--- src/rtl/mouse_pkg.sv ---
// ============================================================================
//  Module      : mouse_pkg
//  Description : Shared types, constants and helpers for the PS/2 mouse
//                cursor/button tracker.
//  Revision    : 1.0 - initial release
// ============================================================================
`default_nettype none

package mouse_pkg;

    localparam int PS2_DELTA_W = 9;
    localparam int MAX_BTN     = 8;
    localparam int IDX_W       = $clog2(MAX_BTN);

    typedef struct packed {
        logic [IDX_W-1:0] idx;
        logic             press;
    } evt_t;

    typedef enum logic [0:0] {
        ST_IDLE = 1'b0,
        ST_EMIT = 1'b1
    } emit_state_e;

    // Saturate v into the range 0..hi.
    function automatic int clamp(input int v, input int hi);
        if (v < 0)
            return 0;
        else if (v > hi)
            return hi;
        else
            return v;
    endfunction

    // Double a delta whose magnitude reaches thresh; sign is preserved.
    function automatic int accel(input int d, input int thresh, input bit en);
        if (en && ((d >= thresh) || (d <= -thresh)))
            return 2 * d;
        else
            return d;
    endfunction

endpackage

`default_nettype wire

--- src/rtl/mouse_pos_tracker_if.sv ---
// ============================================================================
//  Module      : mouse_pos_tracker_if
//  Description : Packet, host-control and status bundle of the tracker.
//  Revision    : 1.0 - initial release
// ============================================================================
`default_nettype none

interface mouse_pos_tracker_if
    import mouse_pkg::*;
#(
    parameter int NBTN = 3,
    parameter int XW   = 10,
    parameter int YW   = 9
);
    logic                   pkt_valid_i;
    logic [PS2_DELTA_W-1:0] dx_i;
    logic [PS2_DELTA_W-1:0] dy_i;
    logic [NBTN-1:0]        btn_i;
    logic                   set_i;
    logic [XW-1:0]          set_x_i;
    logic [YW-1:0]          set_y_i;
    logic [NBTN-1:0]        ack_i;
    logic                   evt_pop_i;
    logic                   ovf_clr_i;

    logic [XW-1:0]          x_pos_o;
    logic [YW-1:0]          y_pos_o;
    logic [NBTN-1:0]        btn_level_o;
    logic [NBTN-1:0]        btn_sticky_o;
    logic                   evt_valid_o;
    logic [IDX_W-1:0]       evt_idx_o;
    logic                   evt_press_o;
    logic                   evt_ovf_o;

    modport master (
        output pkt_valid_i, dx_i, dy_i, btn_i, set_i, set_x_i, set_y_i,
               ack_i, evt_pop_i, ovf_clr_i,
        input  x_pos_o, y_pos_o, btn_level_o, btn_sticky_o, evt_valid_o,
               evt_idx_o, evt_press_o, evt_ovf_o
    );

    modport slave (
        input  pkt_valid_i, dx_i, dy_i, btn_i, set_i, set_x_i, set_y_i,
               ack_i, evt_pop_i, ovf_clr_i,
        output x_pos_o, y_pos_o, btn_level_o, btn_sticky_o, evt_valid_o,
               evt_idx_o, evt_press_o, evt_ovf_o
    );

endinterface

`default_nettype wire

--- src/rtl/mouse_evt_fifo.sv ---
// ============================================================================
//  Module      : mouse_evt_fifo
//  Description : Synchronous FIFO of button events; a pop on empty is ignored,
//                a push on full is accepted only when a pop frees a slot.
//  Revision    : 1.0 - initial release
// ============================================================================
`default_nettype none

module mouse_evt_fifo
    import mouse_pkg::*;
#(
    parameter int DEPTH = 8
) (
    input  wire logic clk_i,
    input  wire logic rstn_i,
    input  wire logic push_i,
    input  evt_t      data_i,
    input  wire logic pop_i,
    output evt_t      data_o,
    output logic      full_o,
    output logic      empty_o
);

    localparam int AW = $clog2(DEPTH);

    evt_t          mem_q [DEPTH];
    logic [AW:0]   wr_ptr_q, wr_ptr_d;
    logic [AW:0]   rd_ptr_q, rd_ptr_d;
    logic          do_push;
    logic          do_pop;

    // Pointers carry one extra wrap bit to tell full from empty.
    assign empty_o = (wr_ptr_q == rd_ptr_q);
    assign full_o  = (wr_ptr_q[AW] != rd_ptr_q[AW]) &&
                     (wr_ptr_q[AW-1:0] == rd_ptr_q[AW-1:0]);
    assign do_pop  = pop_i & ~empty_o;
    assign do_push = push_i & (~full_o | do_pop);
    assign data_o  = mem_q[rd_ptr_q[AW-1:0]];

    always_comb begin
        wr_ptr_d = wr_ptr_q;
        rd_ptr_d = rd_ptr_q;
        if (do_push)
            wr_ptr_d = wr_ptr_q + 1'b1;
        if (do_pop)
            rd_ptr_d = rd_ptr_q + 1'b1;
    end

    always_ff @(posedge clk_i or negedge rstn_i) begin
        if (!rstn_i) begin
            wr_ptr_q <= '0;
            rd_ptr_q <= '0;
        end else begin
            wr_ptr_q <= wr_ptr_d;
            rd_ptr_q <= rd_ptr_d;
        end
    end

    always_ff @(posedge clk_i) begin
        if (do_push)
            mem_q[wr_ptr_q[AW-1:0]] <= data_i;
    end

endmodule

`default_nettype wire

--- src/rtl/mouse_pos_tracker.sv ---
// ============================================================================
//  Module      : mouse_pos_tracker
//  Description : Clamped cursor position, button levels/sticky flags and a
//                press/release event FIFO driven by decoded PS/2 packets.
//                Optional macro MOUSE_POS_ACCEL_EN doubles large deltas.
//  Revision    : 1.0 - initial release
// ============================================================================
`default_nettype none

module mouse_pos_tracker
    import mouse_pkg::*;
#(
    parameter int WIDTH        = 640,
    parameter int HEIGHT       = 480,
    parameter int NBTN         = 3,
    parameter int INVERT_Y     = 1,
    parameter int EVT_DEPTH    = 8,
    parameter int ACCEL_THRESH = 16
) (
    input  wire logic      clk_i,
    input  wire logic      rstn_i,
    mouse_pos_tracker_if.slave bus
);

    localparam int XW = $clog2(WIDTH);
    localparam int YW = $clog2(HEIGHT);
`ifdef MOUSE_POS_ACCEL_EN
    localparam bit ACCEL_EN = 1'b1;
`else
    localparam bit ACCEL_EN = 1'b0;
`endif

    logic [XW-1:0]   x_q, x_d;
    logic [YW-1:0]   y_q, y_d;
    logic [NBTN-1:0] level_q, level_d;
    logic [NBTN-1:0] sticky_q, sticky_d;
    logic [NBTN-1:0] pending_q, pending_d;
    logic            ovf_q, ovf_d;
    emit_state_e     state_q, state_d;

    int              dx_eff;
    int              dy_eff;
    logic [NBTN-1:0] emit_clr;
    logic [NBTN-1:0] toggles;
    logic            push;
    evt_t            push_evt;
    evt_t            head;
    logic            fifo_full;
    logic            fifo_empty;
    logic            drop;

    // Position: a warp takes priority and discards same-cycle motion.
    always_comb begin
        x_d    = x_q;
        y_d    = y_q;
        dx_eff = accel(int'($signed(bus.dx_i)), ACCEL_THRESH, ACCEL_EN);
        dy_eff = accel(int'($signed(bus.dy_i)), ACCEL_THRESH, ACCEL_EN);
        if (INVERT_Y != 0)
            dy_eff = -dy_eff;
        if (bus.set_i) begin
            x_d = XW'(clamp(int'(bus.set_x_i), WIDTH - 1));
            y_d = YW'(clamp(int'(bus.set_y_i), HEIGHT - 1));
        end else if (bus.pkt_valid_i) begin
            x_d = XW'(clamp(int'(x_q) + dx_eff, WIDTH - 1));
            y_d = YW'(clamp(int'(y_q) + dy_eff, HEIGHT - 1));
        end
    end

    // Emitter picks the lowest pending bit; new toggles are XORed in after it clears.
    always_comb begin
        emit_clr = '0;
        push     = 1'b0;
        push_evt = '0;
        case (state_q)
            ST_EMIT: begin
                for (int i = NBTN - 1; i >= 0; i--) begin
                    if (pending_q[i]) begin
                        push_evt.idx   = IDX_W'(i);
                        push_evt.press = level_q[i];
                        emit_clr       = NBTN'(1) << i;
                    end
                end
                push = |pending_q;
            end
            default: ;
        endcase
        toggles   = bus.pkt_valid_i ? (bus.btn_i ^ level_q) : '0;
        pending_d = (pending_q & ~emit_clr) ^ toggles;
        state_d   = (pending_d != '0) ? ST_EMIT : ST_IDLE;
        level_d   = bus.pkt_valid_i ? bus.btn_i : level_q;
        sticky_d  = (sticky_q | (bus.pkt_valid_i ? bus.btn_i : '0)) & ~bus.ack_i;
        drop      = push & fifo_full & ~bus.evt_pop_i;
        ovf_d     = (ovf_q & ~bus.ovf_clr_i) | drop;
    end

    always_ff @(posedge clk_i or negedge rstn_i) begin
        if (!rstn_i) begin
            x_q       <= '0;
            y_q       <= '0;
            level_q   <= '0;
            sticky_q  <= '0;
            pending_q <= '0;
            ovf_q     <= 1'b0;
            state_q   <= ST_IDLE;
        end else begin
            x_q       <= x_d;
            y_q       <= y_d;
            level_q   <= level_d;
            sticky_q  <= sticky_d;
            pending_q <= pending_d;
            ovf_q     <= ovf_d;
            state_q   <= state_d;
        end
    end

    mouse_evt_fifo #(
        .DEPTH (EVT_DEPTH)
    ) u_evt_fifo (
        .clk_i   (clk_i),
        .rstn_i  (rstn_i),
        .push_i  (push),
        .data_i  (push_evt),
        .pop_i   (bus.evt_pop_i),
        .data_o  (head),
        .full_o  (fifo_full),
        .empty_o (fifo_empty)
    );

    assign bus.x_pos_o      = x_q;
    assign bus.y_pos_o      = y_q;
    assign bus.btn_level_o  = level_q;
    assign bus.btn_sticky_o = sticky_q;
    assign bus.evt_valid_o  = ~fifo_empty;
    assign bus.evt_idx_o    = fifo_empty ? '0 : head.idx;
    assign bus.evt_press_o  = fifo_empty ? 1'b0 : head.press;
    assign bus.evt_ovf_o    = ovf_q;

endmodule

`default_nettype wire

--- src/flat_wrapper.sv ---
// flat-port wrapper written by rule: the top's interface ports become plain ports
module mouse_pos_tracker_flat import mouse_pkg::*;
#(
    parameter int WIDTH        = 640,
    parameter int HEIGHT       = 480,
    parameter int NBTN         = 3,
    parameter int INVERT_Y     = 1,
    parameter int EVT_DEPTH    = 8,
    parameter int ACCEL_THRESH = 16
)
  (clk_i, rstn_i, bus_pkt_valid_i, bus_dx_i, bus_dy_i, bus_btn_i, bus_set_i, bus_set_x_i, bus_set_y_i, bus_ack_i, bus_evt_pop_i, bus_ovf_clr_i, bus_x_pos_o, bus_y_pos_o, bus_btn_level_o, bus_btn_sticky_o, bus_evt_valid_o, bus_evt_idx_o, bus_evt_press_o, bus_evt_ovf_o);
  mouse_pos_tracker_if #(.NBTN(NBTN), .XW(10), .YW(9)) bus_i ();
  input  wire logic clk_i;
  input  wire logic rstn_i;
  input wire logic [$bits(bus_i.pkt_valid_i)-1:0] bus_pkt_valid_i;
  input wire logic [$bits(bus_i.dx_i)-1:0] bus_dx_i;
  input wire logic [$bits(bus_i.dy_i)-1:0] bus_dy_i;
  input wire logic [$bits(bus_i.btn_i)-1:0] bus_btn_i;
  input wire logic [$bits(bus_i.set_i)-1:0] bus_set_i;
  input wire logic [$bits(bus_i.set_x_i)-1:0] bus_set_x_i;
  input wire logic [$bits(bus_i.set_y_i)-1:0] bus_set_y_i;
  input wire logic [$bits(bus_i.ack_i)-1:0] bus_ack_i;
  input wire logic [$bits(bus_i.evt_pop_i)-1:0] bus_evt_pop_i;
  input wire logic [$bits(bus_i.ovf_clr_i)-1:0] bus_ovf_clr_i;
  output wire logic [$bits(bus_i.x_pos_o)-1:0] bus_x_pos_o;
  output wire logic [$bits(bus_i.y_pos_o)-1:0] bus_y_pos_o;
  output wire logic [$bits(bus_i.btn_level_o)-1:0] bus_btn_level_o;
  output wire logic [$bits(bus_i.btn_sticky_o)-1:0] bus_btn_sticky_o;
  output wire logic [$bits(bus_i.evt_valid_o)-1:0] bus_evt_valid_o;
  output wire logic [$bits(bus_i.evt_idx_o)-1:0] bus_evt_idx_o;
  output wire logic [$bits(bus_i.evt_press_o)-1:0] bus_evt_press_o;
  output wire logic [$bits(bus_i.evt_ovf_o)-1:0] bus_evt_ovf_o;
  assign bus_i.pkt_valid_i = bus_pkt_valid_i;
  assign bus_i.dx_i = bus_dx_i;
  assign bus_i.dy_i = bus_dy_i;
  assign bus_i.btn_i = bus_btn_i;
  assign bus_i.set_i = bus_set_i;
  assign bus_i.set_x_i = bus_set_x_i;
  assign bus_i.set_y_i = bus_set_y_i;
  assign bus_i.ack_i = bus_ack_i;
  assign bus_i.evt_pop_i = bus_evt_pop_i;
  assign bus_i.ovf_clr_i = bus_ovf_clr_i;
  assign bus_x_pos_o = bus_i.x_pos_o;
  assign bus_y_pos_o = bus_i.y_pos_o;
  assign bus_btn_level_o = bus_i.btn_level_o;
  assign bus_btn_sticky_o = bus_i.btn_sticky_o;
  assign bus_evt_valid_o = bus_i.evt_valid_o;
  assign bus_evt_idx_o = bus_i.evt_idx_o;
  assign bus_evt_press_o = bus_i.evt_press_o;
  assign bus_evt_ovf_o = bus_i.evt_ovf_o;
  mouse_pos_tracker #(.WIDTH(WIDTH), .HEIGHT(HEIGHT), .NBTN(NBTN), .INVERT_Y(INVERT_Y), .EVT_DEPTH(EVT_DEPTH), .ACCEL_THRESH(ACCEL_THRESH)) u_core (.clk_i(clk_i), .rstn_i(rstn_i), .bus(bus_i));
endmodule
--- config.mk ---
export PLATFORM = sky130hd
export DESIGN_NAME = mouse_pos_tracker_flat
export DESIGN_NICKNAME = d
export VERILOG_FILES = /design/src/rtl/mouse_pkg.sv /design/src/rtl/mouse_pos_tracker_if.sv /design/src/rtl/mouse_evt_fifo.sv /design/src/rtl/mouse_pos_tracker.sv /design/src/flat_wrapper.sv
export SDC_FILE = /design/constraint.sdc
export NUM_CORES = 1
export LEC_CHECK = 0
export CAP_MARGIN = 30
export CORE_MARGIN = 3
export CORE_UTILIZATION = 25
export CTS_CLUSTER_SIZE = 28
export DETAILED_ROUTE_END_ITERATION = 8
export GPL_ROUTABILITY_DRIVEN = 0
export PLACE_DENSITY_LB_ADDON = 0.08
export SYNTH_ARGS = -nofsm -noshare
export SYNTH_HDL_FRONTEND = slang
export SYNTH_SLANG_ARGS = --single-unit
--- constraint.sdc ---
create_clock -name clk_i -period 3.2 [get_ports clk_i]
set_clock_uncertainty 0.15 [all_clocks]
set_input_delay 0.64 -clock clk_i [delete_from_list [all_inputs] [get_ports clk_i]]
set_output_delay 0.64 -clock clk_i [all_outputs]
set_load 0.02 [all_outputs]
**Yosys cells after proc, flatten, opt, wreduce, memory -nomap -nowiden**

Memory sizes are Yosys's and may differ from the RTL's.
Cells that the tools add are included.
Widths: inputs -> output; s select.

- Flip-flop bits (word level): 38
- Memories: 1
- Bits in writable memories: 32

Memory list:

| memory | depth | width | read ports | clocked after Yosys merged registers in | wr ports | line | text |
|---|---|---|---|---|---|---|---|
| u_core.u_evt_fifo.mem_q | 8 | 4 | 1 | 0 | 1 | mouse_evt_fifo.sv:26 | `evt_t mem_q [DEPTH];` |

- Eq/ne operators: 3
- Bitwise operators: 18
- Add/sub/neg operators: 5
- Reductions and logical operators: 4
- $lt $le $gt $ge: 6
- Multiplexer cells: 26

Operator list:

| cell | number |
|---|---|
| $mux 10 | 5 |
| $mux 9 | 5 |
| $add 10x32->32 | 1 |
| $gt 32x10->1 const B | 1 |
| $lt 32x1->1 const B | 1 |
| $neg 9->32 | 1 |
| $mux 3 | 10 |
| $add 11x9->12 | 1 |
| $gt 12x11->1 const B | 1 |
| $lt 12x1->1 const B | 1 |
| $gt 10x10->1 const B | 1 |
| $gt 9x9->1 const B | 1 |
| $add 4x1->4 const B | 2 |
| $and 3x3->3 | 2 |
| $not 3->3 | 2 |
| $xor 3x3->3 | 2 |
| $and 1x1->1 | 5 |
| $mux 1 | 5 |
| $eq 4x4->1 | 1 |
| $mux 4 | 1 |
| $not 1->1 | 4 |
| $eq 3x3->1 | 1 |
| $or 3x3->3 | 1 |
| $reduce_bool 3->1 | 1 |
| other kinds (5) | 6 |

**Logic depth before layout (Yosys ltp)**

Gate-level depths: netlist (run 1).

- Word-level depth: 9
- Gate-level depth with buffers: 16
- Gate-level depth less buffers: 16

**Hierarchy**

From an unflattened synthesis (run 1), not the netlist that was laid out.

- Cells, all modules: 431
- Area total of the unflattened synthesis: 4623.2 µm²

By module, submodules not included:

| module | times used | cells each | area an instance (µm²) |
|---|---|---|---|
| mouse_pos_tracker | 1 | 327 | 2886.5 |
| mouse_evt_fifo | 1 | 104 | 1736.7 |

**Worst setup path before layout (run 1)**

No wires, ideal clock.

- Path type: input -> register
- Start point: input bus_dy_i[0]
- End point: register u_core.y_q[0] (netlist: u_core.bus.y_pos_o[0])
- Setup time: 0.136 ns
- Slack: -0.344 ns
- Arrival: 3.257 ns
- Cell stages on the path: 15
- Path through: ha_1 > fa_1 > nand2b_1 > a21o_1 > nand3b_1 > a21oi_1 > nor2_1 > o21ai_0 > ha_1 > nor4b_1 > nand3_1 > a2111oi_0 > nand3b_1 > nand2_1 > a32oi_1

- Longest elaborated chain between the ends: 7

RTL lines:

| item | line | text |
|---|---|---|
| start, declared | flat_wrapper.sv:17 | `input wire logic [$bits(bus_i.dy_i)-1:0] bus_dy_i;` |
| $neg 9->32 (*) | mouse_pos_tracker.sv:59 | `dy_eff = -dy_eff;` |
| $add 10x32->32 (*) | mouse_pos_tracker.sv:65 | `y_d = YW'(clamp(int'(y_q) + dy_eff, HEIGHT - 1));` |
| $gt 32x10->1 | mouse_pkg.sv:29 | `else if (v > hi)` |
| $mux 9 | mouse_pkg.sv:29 |  |
| $mux 9 (*) | mouse_pkg.sv:27 | `if (v < 0)` |
| $mux 9 (*) | mouse_pos_tracker.sv:63 | `end else if (bus.pkt_valid_i) begin` |
| $mux 9 (*) | mouse_pos_tracker.sv:60 | `if (bus.set_i) begin` |
| end signal, assigned | mouse_pos_tracker.sv:107 | `y_q <= y_d;` |
| end, declared | mouse_pos_tracker.sv:34 | `logic [YW-1:0] y_q, y_d;` |

Mark *: on every way between the ends. The rest lies on a longest branch, timed or not. The select of a mux whose other input is x is not followed.
A chain may end at the register's enable or synchronous reset.

**Worst setup path after layout (run 1)**

- Start point: input bus_dy_i[6]
- End point: register u_core.y_q[0] (netlist: u_core.bus.y_pos_o[0])

The elaborated chain is that of the path after synthesis.

==> flow_summary.ini, run 1 <==
[global_routing]
antenna_found_initial = 0
grt_max_degree = 39
grt_pass1_vias = 3917
grt_use_total_pct = 14.5
grt_overflow = 0
grt_first_pass_wirelength_um = 20700

[detailed_routing]
via_count = 3809
route.met2.wl_um = 6410
wl_met1_um = 6030
dr.pass1.iters = 4
ant_nets = 0
first_iter_violations = 129
post_drt_via_cell_ratio = 4.80
maxUsedRoutingLayer = met4
wl_met3_um = 420
wirelength_um = 13100
drc = 0
wl_per_cell_um = 16.5

[logic_synthesis]
synth_enable_flop_cells = 24
ys.flop_type = dfrtp_1
ys_seq_area_share_pct = 39.9
syn_area_per_cell_um2 = 10.0
syn_nets = 499
syn_inst = 417
async_flop_share_pct = 61.3
ys_types = 69
netlist_area_um2 = 4190
yosys_warnings = 0
ys_seq_elements = 62

[timing]
tightestPinTransition_ns = 0.890
tns_ns = -1.58
slew_headroom_pct = 40.5
slew_violations = 0
fin_crit_ns = 3.40
finalHoldViolations = 0
fin_ws_ns = -0.202
fin_crit_sh_pct = 106
rsz0062_at_grt = yes
whs_ns = 0.342
max_freq_ghz = 0.294
setup_viol_count_final = 9

[min_path]
min_path_cells = 1
hold_start = u_core.u_evt_fifo.wr_ptr_q[3]
holdPathEnd = u_core.u_evt_fifo.wr_ptr_q[3]
hp-class = flip-flop to flip-flop

[power]
vdd_drop_max_uv = 267
intPower_uw = 2610
comb_power_share_pct = 45.2
pwr-share-seq_pct = 30.2
p_clk_share_pct = 24.6
powerDensity_nw_per_um2 = 651
total_leakage_power_uw = 0.00256
switching_share_pct = 36.6
p_sw_uw = 1510

[setup_path]
crit_slowest_cell = clkdlybuf4s50_1
path_common_cell = buf_4
critPathRequiredTime_ns = 3.25
cp.arrival_ns = 3.46
r2r_start = u_core.bus.y_pos_o[0]
cp-start-kind = input port
rrSetupSlack_ns = -0.16
path_class = input port to flip-flop
slowest_delay_ns = 0.45
critical_path.endpoint_type = flip-flop
crit-reg2reg-capture = u_core.bus.y_pos_o[0]
crit_path_cell_trace = clkdlybuf4s50_1, inv_1, ha_4, o21a_1, nor2_1, a311oi_2, buf_4, o21ai_0, ha_1, nand4_1, buf_4, a2111oi_4, nand3b_1, buf_6, nand2_4, a32oi_1
path_max_fanout = 6
r2r_cells = 17

[clocking]
clkLatencyLatePin_ns = 0.34
cts_tree = built
clock_sinks = 62
cts-buffers-inserted = 9
clkTransAtPathRegs_ns = 0.06
cts_root_buf = clkbuf_16
htreeDepth = 3
clock_path_buffers = 2

[die]
die_area_um2 = 18300
die_x_um = 135
chipHeight_um = 135
placementRows = 46
start_util_pct = 26.0
core_um2 = 16100
ios = 80

[layout]
most-common-layout-cells = 78 x buf_4, 71 x clkdlybuf4s50_1, 37 x dfrtp_1, 36 x nor2_1, 24 x edfxtp_1
area_growth_pct = 50.9
fillers = 1589
final_layout_size_suffix_gt1_share_pct = 26.5
final_nets = 655
mostFrequentLayoutCell = buf_4
antennaDiodeCount = 0

[placement]
pre_cts_slack_ns = -0.976
hpwl_um = 10000
port-buffer-count = 78

[run]
maxCapViolations = 0

[outcome]
status = finished with violations
violations = negative setup slack
-- cells in the mapped netlist, drive strengths merged (4+ instances only) --
| cell type | n | area [um2] |
|---|---|---|
| nand3 | 7 | 35.0 |
| and3 | 5 | 32.5 |
| a31oi | 7 | 43.8 |
| xnor2 | 10 | 87.6 |
| a211oi | 9 | 72.6 |
| nand2b | 9 | 56.3 |
| a21oi | 25 | 129 |
| o211ai | 4 | 30.0 |
| inv | 20 | 75.1 |
| nand2 | 20 | 75.1 |
| mux2 | 5 | 56.3 |
| nor2 | 36 | 135 |
| dfrtp | 38 | 951 |
| o22ai | 11 | 68.8 |
| mux4 | 6 | 135 |
| nor2b | 12 | 75.1 |
| nand4 | 4 | 25.0 |
| buf | 6 | 33.8 |
| xor2 | 16 | 148 |
| and2 | 8 | 50.1 |
| a21o | 7 | 53.8 |
| o21ai | 22 | 114 |
| o21a | 4 | 30.0 |
| edfxtp | 24 | 721 |
| ha | 31 | 388 |
| nor3 | 9 | 50.1 |
| nor3b | 8 | 60.1 |
| clkbuf | 8 | 32.5 |
-- through the flow --
step / total power [uW] / area [um2] / cells / utilization, %
2_1_floorplan: 2290 / 4230 / 417 / -
3_3_place_gp: 3040 / 5740 / 767 / 35.6
3_5_place_dp: 3060 / 5740 / 767 / 35.6
4_1_cts: 4150 / 6170 / 787 / 38.3
5_1_grt: 4410 / 6320 / 794 / 39.2
6_report: 4120 / 6320 / 794 / 39.2
-- kinds of logic (layout without fill, tap and decap cells) --
group | count (synthesis) | in the layout | share of synthesized area, %
compound gates | 118 | 118 | 19.3
xor+xnor | 26 | 26 | 5.62
fa+ha+maj | 33 | 33 | 10.2
buf+inv | 34 | 195 | 3.38
flops | 62 | 62 | 39.9
mux | 14 | 14 | 5.29
other cells | 1 | 1 | 0.0895
simple gates | 129 | 129 | 16.2
-- power groups by stage --
stage | logic (uW) | clock network [uW] | registers, uW
floorplan | 1080 | 0 | 1200
CTS | 1850 | 1050 | 1250
global route | 2050 | 1080 | 1280
detailed placement | 1800 | 0 | 1260
global placement | 1790 | 0 | 1260
finish | 1860 | 1010 | 1240
-- worst max-delay path: cells and delay by family --
kind                     cells  cell delay, ns
AO/OA/AOI/OAI                5            0.77
adder cells (fa/ha/maj)      2            0.56
buffers and inverters        5            1.05
AND/OR/NAND/NOR              4            0.43
-- flip-flops by register name, summed over array words and instances, names as in the netlist --
register                    cells
u_core.bus.btn_level_o          3
u_core.bus.btn_sticky_o         3
u_core.bus.evt_ovf_o            1
u_core.bus.x_pos_o             10
u_core.bus.y_pos_o              9
u_core.pending_q                3
u_core.state_q                  1
u_core.u_evt_fifo.mem_q        24
u_core.u_evt_fifo.rd_ptr_q      4
u_core.u_evt_fifo.wr_ptr_q      4
-- how the worst max path moves through the flow --
stage,startpoint,to,slack [ns],cells past startpoint
6_report,bus_dy_i[6],u_core.bus.y_pos_o[0],-0.20,16
5_1_grt,u_core.bus.y_pos_o[0],u_core.bus.y_pos_o[0],-0.33,16
4_1_cts,u_core.bus.y_pos_o[0],u_core.bus.y_pos_o[0],-0.19,16
3_5_place_dp,bus_dy_i[0],u_core.bus.y_pos_o[0],-0.98,16
3_3_place_gp,bus_dy_i[0],u_core.bus.y_pos_o[0],-0.90,16
2_1_floorplan,bus_dy_i[0],u_core.bus.y_pos_o[2],-0.21,15
-- cell type report --
class / count / area, um2 / area share (%)
repair buffers: 159 / 1390 / 22.0
clock inverters: 7 / 81.3 / 1.29
inverters: 20 / 75.1 / 1.19
clock buffers: 9 / 225 / 3.56
well taps: 216 / 270 / 4.28
flip-flops and latches: 62 / 1670 / 26.5
multi-input cells: 321 / 2600 / 41.2
-- layer usage --
layer / vias up / track usage (%)
met5: - / 0
li1: 1876 / -
met4: 0 / 4.93
met2: 84 / 24.0
met3: 16 / 2.86
met1: 1833 / 19.1
-- repair_timing --
| item | 4_1_cts | 5_1_grt |
|---|---|---|
| buffers inserted | 4 | 5 |
| resized for setup | 32 | 14 |
| endpoints found under the setup margin | 13 | 9 |
| pin swaps | 24 | 4 |
| endpoints found under the hold margin | 0 | 3 |
| hold buffers | 0 | 1 |
Power figures use the tool's default switching activity.
==> run 2, diff against run 1 <==
Settings changed: CELL_PAD_IN_SITES_DETAIL_PLACEMENT from default to 0, CELL_PAD_IN_SITES_GLOBAL_PLACEMENT from default to 1, CORE_UTILIZATION 25 to 37, GPL_TIMING_DRIVEN from default to 0.
==> run 2 against run 1 <==
  * The flow still finishes with violations (negative setup slack)
  * Worst setup slack worse by 0.013 ns
  * Cell count is 15% lower
  * Die area is 31% lower
  * Critical path type unchanged
  * Critical endpoint is now u_core.bus.y_pos_o[1]
  * Highest routed layer unchanged
==> flow_summary.ini, run 2 (synthesis results as in run 1) <==
[outcome]
status = finished with violations
violations = negative setup slack

[setup_path]
path_max_fanout = 6
path_class = input port to flip-flop
critical_path.endpoint_type = flip-flop
cp.arrival_ns = 3.45
cp-start-kind = input port
critPathRequiredTime_ns = 3.24

[clocking]
cts-buffers-inserted = 9
clkTransAtPathRegs_ns = 0.06
cts_root_buf = clkbuf_16
clock_sinks = 62
clkLatencyLatePin_ns = 0.33
cts_tree = built
clock_path_buffers = 2
htreeDepth = 3

[die]
core_um2 = 10900
chipHeight_um = 112
ios = 80
die_x_um = 112
placementRows = 38
die_area_um2 = 12600
start_util_pct = 38.3

[timing]
fin_crit_ns = 3.41
slew_headroom_pct = 42.5
finalHoldViolations = 0
slew_violations = 0
tightestPinTransition_ns = 0.861
rsz0062_at_grt = yes
fin_crit_sh_pct = 107
max_freq_ghz = 0.293
setup_viol_count_final = 9
fin_ws_ns = -0.215

[layout]
final_nets = 610
mostFrequentLayoutCell = clkdlybuf4s50_1
fillers = 1015
most-common-layout-cells = 67 x clkdlybuf4s50_1, 38 x dfrtp_1, 35 x nor2_1, 24 x edfxtp_1
antennaDiodeCount = 0
largest_reg_flops = 24
final_area_um2 = 5850
final_layout_size_suffix_gt1_share_pct = 19.7
area_growth_pct = 39.7

[placement]
post_dp_cell_area_um2 = 5190
pre_cts_slack_ns = -1.27
port-buffer-count = 77
hpwl_um = 8500

[detailed_routing]
via_count = 3660
wl_met3_um = 498
first_iter_violations = 227
wl_met1_um = 5410
ant_nets = 0
route.met2.wl_um = 5480
post_drt_via_cell_ratio = 5.44
dr.pass1.iters = 5
maxUsedRoutingLayer = met4
wirelength_um = 11500
drc = 0
wl_per_cell_um = 17.1

[power]
total_leakage_power_uw = 0.00231
powerDensity_nw_per_um2 = 670
vdd_drop_max_uv = 464
total_power_uw = 3920

[global_routing]
grt_overflow = 0
grt_pass1_vias = 3627
grt_max_degree = 38
grt_use_total_pct = 18.5
grt_first_pass_wirelength_um = 18700
antenna_found_initial = 0

[run]
maxCapViolations = 0

[min_path]
hp-class = flip-flop to flip-flop
run 2: changes by cell type in the layout (fill, tap and decap cells not counted), moves of 4 or more:
cell             before  now
a21oi_2               5    1
buf_4                78   23
clkbuf_1              0    5
clkdlybuf4s50_1      71   67
run 2: per-stage QoR:
step	hold WS (ns)	util, %	setup TNS (ns)	std cells
5_1_grt	0.349	53.5	-3.01	673
3_3_place_gp	0.327	47.3	-13.12	634
2_1_floorplan	0.194	-	-1.74	417
4_1_cts	0.343	52.7	-1.06	668
6_report	0.338	53.5	-1.61	673
3_5_place_dp	0.308	47.5	-13.34	635
run 2: final cells by class:
class	count	area (um2)	share of cell area [%]
Multi-Input combinational cell	321	2610	44.5
Sequential cell	62	1670	28.6
Timing Repair Buffer	100	947	16.2
Clock buffer	9	225	3.85
Tap cell	140	175	2.99
Clock inverter	7	80.1	1.37
Inverter	20	78.8	1.35
Buffer	14	67.6	1.15
run 2: layer usage:
| layer | GRT usage [%] | vias to the layer above |
|---|---|---|
| met2 | 30.1 | 87 |
| met1 | 25.6 | 1783 |
| met4 | 4.81 | 0 |
| met5 | 0 | - |
| met3 | 3.29 | 9 |
| li1 | - | 1781 |
run 2: repair_timing:
action,CTS,global route
buffers inserted,16,5
pin swaps,26,7
hold buffers,1,0
setup endpoints to repair,9,22
hold endpoints to repair,1,0
resized for setup,47,10
run 2: report_power, final:
group | switching, uW | internal [uW] | leakage, uW
Combinational | 948 | 808 | 0.00149
Clock | 381 | 612 | 0.000143
Sequential | 114 | 1060 | 0.000676
run 2: critical path, stage by stage:
cell and delay [ns]:
clkdlybuf4s50_1 0.47, inv_2 0.05, ha_4 0.27, nand2_2 0.06, a311oi_4 0.30, buf_4 0.16
o21ai_0 0.07, ha_1 0.22, nor4b_4 0.27, nand3_2 0.12, a2111oi_2 0.23, nand3b_1 0.26
nand2_2 0.21, a32oi_1 0.12
run 2: final timing paths:
| path | start | endpoint | slack [ns] | depth (start not counted) |
|---|---|---|---|---|
| min in group asynchronous | rstn_i | u_core.bus.evt_ovf_o | 0.50 | 2 |
| max reg2reg | u_core.bus.y_pos_o[0] | u_core.bus.y_pos_o[1] | -0.18 | 16 |
| max | bus_dy_i[7] | u_core.bus.y_pos_o[1] | -0.21 | 14 |
| max in group asynchronous | rstn_i | u_core.bus.btn_sticky_o[0] | 1.98 | 3 |
| min reg2reg | u_core.u_evt_fifo.rd_ptr_q[3] | u_core.u_evt_fifo.rd_ptr_q[3] | 0.34 | 1 |
| min | u_core.u_evt_fifo.rd_ptr_q[3] | u_core.u_evt_fifo.rd_ptr_q[3] | 0.34 | 1 |
